File: src/rtl/busarbiter_rr_pkg.sv
// Shared types and constants for the round-robin bus arbiter.
// Arbiter state encoding, core switch-safe state and default core count.
package busarbiter_rr_pkg;

  localparam int NCORES_DEF = 2;

  localparam logic [2:0] S_ID = 3'd2;

  typedef enum logic [1:0] {
    ARB_RUN    = 2'd0,
    ARB_DRAIN  = 2'd1,
    ARB_SWITCH = 2'd2,
    ARB_SETTLE = 2'd3
  } arb_state_e;

endpackage

File: src/rtl/busarbiter_rr_next_sel.sv
// Round-robin successor picker: first active core after the current one.
// The current owner is never picked; found=0 when no other core is active.
module rr_next_sel #(
  parameter  int NCORES = 2,
  localparam int GW     = $clog2(NCORES)
) (
  input  logic [GW-1:0]     i_cur,
  input  logic [NCORES-1:0] i_active,
  output logic [GW-1:0]     o_next,
  output logic              o_found
);

  always_comb begin
    logic [GW-1:0] w_idx;
    o_next  = i_cur;
    o_found = 1'b0;
    w_idx   = '0;
    for (int i = 1; i < NCORES; i++) begin
      w_idx = i_cur + GW'(i);
      if (!o_found && i_active[w_idx]) begin
        o_next  = w_idx;
        o_found = 1'b1;
      end
    end
  end

endmodule

File: src/rtl/busarbiter_rr.sv
// Round-robin arbiter sharing one memory/peripheral bus among NCORES cores.
// Ownership changes only at a core switch-safe point via DRAIN/SWITCH/SETTLE.
import busarbiter_rr_pkg::*;

module busarbiter_rr #(
  parameter  int NCORES = NCORES_DEF,
  parameter  int REQ_W  = 104,
  parameter  int RSP_W  = 162,
  parameter  int QW     = 8,
  localparam int GW     = $clog2(NCORES)
) (
  input  logic                    CLK,
  input  logic                    RST_X,
  input  logic                    i_init_done,
  input  logic [QW-1:0]           i_quantum,
  input  logic [NCORES-1:0]       i_core_idle,
  input  logic [NCORES-1:0]       i_core_active,
  input  logic                    i_bus_busy,
  input  logic [NCORES*REQ_W-1:0] i_req_flat,
  output logic [REQ_W-1:0]        o_req,
  input  logic [RSP_W-1:0]        i_rsp,
  output logic [NCORES*RSP_W-1:0] o_rsp_flat,
  output logic [NCORES-1:0]       o_busy,
  output logic [GW-1:0]           o_grant,
  output logic [NCORES-1:0]       o_grant_oh,
  output logic                    o_switch
);

  arb_state_e    r_state;
  logic [GW-1:0] r_grant;
  logic [GW-1:0] r_next;
  logic [QW-1:0] r_cnt;
  logic [QW-1:0] r_qlat;
  logic          r_switch;

  logic [GW-1:0]     w_next;
  logic              w_found;
  logic              w_expired;
  logic              w_go;
  logic [REQ_W-1:0]  w_req_m [NCORES];

  rr_next_sel #(
    .NCORES (NCORES)
  ) u_next (
    .i_cur    (r_grant),
    .i_active (i_core_active),
    .o_next   (w_next),
    .o_found  (w_found)
  );

  // A parked owner forfeits the rest of its quantum.
  assign w_expired = (r_cnt >= r_qlat) || !i_core_active[r_grant];
  assign w_go      = w_expired && i_core_idle[r_grant]
                   && !i_bus_busy && w_found;

  always_ff @(posedge CLK or negedge RST_X) begin
    if (!RST_X) begin
      r_state  <= ARB_RUN;
      r_grant  <= '0;
      r_next   <= '0;
      r_cnt    <= '0;
      r_qlat   <= '0;
      r_switch <= 1'b0;
    end else if (i_init_done) begin
      unique case (r_state)
        ARB_RUN: begin
          if (w_go)
            r_state <= ARB_DRAIN;
          else if (r_cnt < r_qlat)
            r_cnt <= r_cnt + QW'(1);
        end
        ARB_DRAIN: begin
          r_next  <= w_next;
          r_state <= ARB_SWITCH;
        end
        ARB_SWITCH: begin
          r_grant  <= r_next;
          r_switch <= 1'b1;
          r_state  <= ARB_SETTLE;
        end
        ARB_SETTLE: begin
          r_switch <= 1'b0;
          r_cnt    <= '0;
          r_qlat   <= i_quantum;
          r_state  <= ARB_RUN;
        end
        default: r_state <= ARB_RUN;
      endcase
    end
  end

  assign o_grant  = r_grant;
  assign o_switch = r_switch;

  for (genvar k = 0; k < NCORES; k++) begin : g_core
    assign o_grant_oh[k] = (r_grant == GW'(k));
    assign o_busy[k] = (o_grant_oh[k] && r_state == ARB_RUN)
                     ? i_bus_busy : 1'b1;
    assign o_rsp_flat[k*RSP_W +: RSP_W] = o_grant_oh[k] ? i_rsp : '0;
    assign w_req_m[k] = o_grant_oh[k]
                      ? i_req_flat[k*REQ_W +: REQ_W] : '0;
  end

  always_comb begin
    o_req = '0;
    for (int k = 0; k < NCORES; k++)
      o_req = o_req | w_req_m[k];
  end

endmodule

File: config.mk
export PLATFORM = sky130hd
export DESIGN_NAME = busarbiter_rr
export DESIGN_NICKNAME = d
export VERILOG_FILES = /design/src/rtl/busarbiter_rr_pkg.sv /design/src/rtl/busarbiter_rr_next_sel.sv /design/src/rtl/busarbiter_rr.sv
export SDC_FILE = /design/constraint.sdc
export NUM_CORES = 1
export LEC_CHECK = 0
export BUFFER_PORTS_ARGS = -buffer_cell sky130_fd_sc_hd__buf_2
export CAP_MARGIN = 25
export CORE_AREA = 2 2 324 326
export CTS_CLUSTER_DIAMETER = 150
export CTS_CLUSTER_SIZE = 12
export DETAILED_ROUTE_END_ITERATION = 12
export DIE_AREA = 0 0 326 328
export PLACE_DENSITY = 0.3
export SKIP_CTS_REPAIR_TIMING = 1
export SYNTH_ARGS = -nofsm -noshare
export SYNTH_HDL_FRONTEND = slang
export SYNTH_SLANG_ARGS = --single-unit
File: constraint.sdc
create_clock -name CLK -period 2 [get_ports CLK]
set_clock_uncertainty 0.1 [all_clocks]
set_input_delay 0.4 -clock CLK [delete_from_list [all_inputs] [get_ports CLK]]
set_output_delay 0.4 -clock CLK [all_outputs]
set_load 0.02 [all_outputs]
## Word level (Yosys, flattened, before mapping)

Cells that the tools add are included.

- Reductions and logical operators: 17
- Bitwise gates (word level): 2
- Order comparisons: 4
- Multiplexer cells: 20
- Add/sub/neg operators: 2
- Equality and inequality tests: 6

Operator list:

| kind | number |
|---|---|
| 162-bit 2-to-1 mux | 2 |
| 104-bit 2-to-1 mux | 2 |
| 104-bit OR | 1 |
| 8-bit 2-to-1 mux | 2 |
| 8-bit one-hot mux with 2 select lines | 1 |
| 1-bit 2-to-1 mux | 10 |
| 2-bit AND reduction | 5 |
| 8-bit by 1-bit adder with 8-bit output (second input constant) | 1 |
| 8-bit greater-or-equal comparator | 1 |
| 8-bit less-than comparator | 1 |
| 2-bit one-hot mux with 4 select lines | 1 |
| 2-bit inequality test (second input constant) | 3 |
| 1-bit logical AND | 5 |
| 2-bit equality test (second input constant) | 2 |
| 1-bit by 2-bit less-than comparator with 1-bit output (second input constant) | 2 |
| 4-bit AND reduction | 1 |
| 2-bit nonzero test | 2 |
| 2-bit by 1-bit equality test with 1-bit output (second input constant) | 1 |
| 1-bit zero test | 2 |
| 2-bit zero test | 1 |
| 2-bit 2-to-1 mux | 1 |
| 1-bit one-hot mux with 2 select lines | 1 |
| 1-bit adder (second input constant) | 1 |
| 1-bit logical OR | 1 |
| 1-bit inverter | 1 |

- Output and inout bits: 434
- Logic and storage cells: 57
- Input bits: 386
- Register bits after elaboration: 21

## Logic depth before layout (Yosys ltp)

- Depth after elaboration: 9
- Depth in mapped cells: 8
- Mapped depth without buffers: 7

## By module

A second synthesis with hierarchy kept.

- Cell total of the unflattened synthesis: 616
- Area total of the unflattened synthesis: 4847.1 µm²

By module, submodules not included:

| module | sequential area each (µm²) | cells each | area an instance (µm²) | instances |
|---|---|---|---|---|
| busarbiter_rr | 525.5 | 613 | 4823.4 | 1 |
| rr_next_sel | 0.0 | 3 | 23.8 | 1 |

## Least setup slack after synthesis

No wires, ideal clock.

- Path kind: register -> output
- Start point: register r_grant (netlist: o_grant)
- End point: output o_req[100]
- Data required time: 1.500 ns
- Buffers on the path: 3
- Setup slack: -0.191 ns
- Arrival: 1.691 ns
- Cell stages (with the launch flop): 5
- Cell sequence: dfrtp_1 > buf_1 > clkbuf_1 > buf_2 > mux2_1

- Word-level cells in the longest chain between the ends: 2
- Elaborated cells on any way between the ends: 3
- Classes of those cells: mux (2); bitwise (1)

Ends and longest elaborated chain:

| element | line | RTL |
|---|---|---|
| start: declaration | busarbiter_rr.sv:30 | `logic [GW-1:0] r_grant;` |
| start signal: assignment | busarbiter_rr.sv:77 | `r_grant <= r_next;` |
| 104-bit 2-to-1 mux | busarbiter_rr.sv:101 | `? i_req_flat[k*REQ_W +: REQ_W] : '0;` |
| 104-bit OR * | busarbiter_rr.sv:107 | `o_req = o_req \| w_req_m[k];` |
| end: declaration | busarbiter_rr.sv:20 | `output logic [REQ_W-1:0] o_req,` |

Every way passes the cells marked *; elsewhere a longest branch is shown, timed or not.

## Worst setup path after layout

Same ends and word-level chain as after synthesis.

==> impl_results.md <==
- Violations in the final reports: setup timing
- Fin nets: 1,863
- Largest net degree at the start of global routing: 61
- Drt pass-1 iters: 5
- Register bit total from synthesis: 21
- Tmin final: 2.26 ns
- Max H-tree Level: 1
- CP Cell Sequence: buf_12, buf_12, buf_8, mux2_1, buf_2
- Max VDD drop: 0.410 mV
- Core Rows: 118
- Synth warnings: 0
- Max-cap check violation count: 0
- Max-slew headroom: 0.625
- Post-synth top flop: dfrtp_1
- Root Driver: clkbuf_16
- Post-synth cell types: 36
- Total Wirelength: 61.8 mm
- Avg Cell Area, Syn: 7.76 sq um
- Die H: 328 um
- Wire per inst: 21.7 um
- Final Cell Area: 11,700 sq um
- Flop2flop setup slack: -0.09 ns
- Syn Std Cell Area: 4800 sq um
- Final hold vios: 0
- Highest Clock Rate: 0.442 GHz
- Setup crit start kind: register
- Clock-pin slew reported for the worst setup and hold paths after clock tree synthesis: 0.07 ns
- DRC: 0
- Synth Instances: 618
- FFs w/ async S/R, synth: 1.00
- Worst Path Buf+Inv: 4
- Worst Path Arrival: 1.76 ns
- Post-DP HPWL: 57.0 mm
- Final setup violation count: 420
- GRT Overall Usage: 0.105
- CTS Sinks: 21
- Post-DP Area: 11,000 sq um
- Filler cell count: 12,100
- LEAKAGE: 6.00 nW
- Die ar.: 107,000 sq um
- Share of layout cells above drive strength 1: 0.658
- Setup CP Type: register to output port
- # port buffers: 819
- Crit Path Max Fanout: 16
- Setup TNS: -56.21 ns
- Routability Congestion: 0.860
- Register area share after synthesis: 0.110
- Worst Slack Setup Final: -0.264 ns
- CP required: 1.50 ns
- Io pins: 820
- Max-slew violation count: 0
- Crit path top cell by count: buf_12
- Status: finished, violations left
- RSZ-0062 raised after global routing: yes
- Die X: 326 um
- Syn_nets: 1,018
- Initial antenna violation count: 45
- CP Capture Type: output port
- Grt ovf: 0
- Critical path's slowest cell: dfrtp_4
- First DRT Iteration DRCs: 260
- Max Root-Sink Buffers: 2
- Final Util: 0.113
- Top delay family on crit path: buffers and inverters
- TritonCTS clock tree: yes
- Final worst path period share: 1.13
- Initial cell density of the core: 0.0465
- Clock latency at the later pin of the worst-skew pair: 0.27 ns
- Post-synth EDFFs: 0
- Post-route ant nets: 0
- Area Growth Syn to Fin: 144%
- Vias per cell: 2.82
- Peak per-stage delay on the critical path: 0.50 ns
- TritonCTS buffer count: 3
- Register Area: 529 sq um
- Multi-input gate area: 4130 sq um
- Least-Margin Pin Slew: 0.562 ns
- Pwr/cell area: 1160 nW/um^2
- Core ar.: 103,000 sq um
- Hold Crit Class: input pin to async pin
- Pre-CTS setup slack: -0.172 ns
- First-pass GRT wire length: 75.3 mm
- Vias: 8,027
- Vias in the first global route: 7,746
-- synthesized netlist by cell type, types with 2 or more instances --
master    number  area share
a21o_1         3      0.0047
a21oi_1       11       0.011
a221oi_1       2      0.0037
a41oi_1        6       0.011
and2_1       162        0.21
and3_1         4      0.0052
buf_1          4      0.0031
buf_2         10       0.010
clkbuf_1      38       0.030
dfrtp_1       21        0.11
ha_1          14       0.037
inv_1         10      0.0078
inv_2          2      0.0016
mux2_1       109        0.26
mux2_2         5       0.012
nand2_1       11      0.0086
nand3_1        6      0.0063
nand3b_1       4      0.0063
nand4_1        5      0.0065
nor2_1         4      0.0031
nor2b_1      165        0.22
o211ai_1       2      0.0031
o21a_1         5      0.0078
o21ai_1        3      0.0031
-- metal layers --
layer,wire length [um],vias to the layer above,global-route usage
met2,29300,518,0.179
met1,26600,3709,0.136
met3,5170,54,0.0312
met5,222,-,0
met4,448,30,0.00691
li1,-,3716,-
-- power breakdown --
part	switching (W)	total, W	internal (W)
registers	0.000114	0.000720	0.000607
logic	0.00752	0.0123	0.00482
clock network	0.000202	0.000474	0.000272
total	0.00783	0.0135	0.00570
-- kinds of logic (layout without fill, tap and decap cells) --
group	count (synthesis)	in the layout	share of synthesized area
simple gates	364	364	0.468
mux	115	115	0.271
buf+inv	65	909	0.0542
compound gates	39	39	0.0610
flops	21	21	0.110
fa+ha+maj	14	14	0.0365
other cells	0	5	0
-- cell type report --
| class | count | area share |
|---|---|---|
| multi-input cells | 532 | 0.353 |
| flip-flops and latches | 21 | 0.0453 |
| inverters | 12 | 0.00385 |
| clock buffers | 3 | 0.00642 |
| repair buffers | 893 | 0.442 |
| well taps | 1380 | 0.148 |
| clock inverters | 1 | 0.000642 |
| diodes | 5 | 0.00107 |
-- sequential cells by signal, summed over array words and instances, names as in the netlist --
name      cells
o_grant       1
r_qlat        8
o_switch      1
r_next        1
r_state       2
r_cnt         8
-- stage by stage --
stage	hold slack [ns]	std cells	total power (W)
2_1_floorplan	0.00441	618	0.00719
3_3_place_gp	0.340	2827	0.0123
3_5_place_dp	0.332	2827	0.0122
4_1_cts	0.0327	2831	0.0128
5_1_grt	0.0538	2844	0.0143
6_report	0.0173	2847	0.0135
-- final timing paths --
kind                         startpoint    endpoint  cells past startpoint
max                             o_grant  o_req[100]                      5
min                               RST_X   r_qlat[5]                      1
max reg2reg                     o_grant    r_cnt[1]                      7
min reg2reg                   r_qlat[5]   r_qlat[5]                      1
max in group asynchronous         RST_X     o_grant                      1
min in group CLK           i_quantum[2]   r_qlat[2]                      2
-- cell usage in the layout, fill, tap and decap left out, types with 6 or more instances in the layout --
cell type / instances
buf_2: 765
and2_1: 158
nor2b_1: 153
mux2_1: 81
buf_4: 76
buf_6: 26
mux2_2: 23
dfrtp_1: 20
ha_1: 12
mux2_4: 11
nor2b_2: 11
nand2_1: 11
buf_12: 11
inv_1: 10
a21oi_1: 9
clkbuf_16: 7
nand3_1: 6
a41oi_1: 6
(Power assumes the default switching activity.)
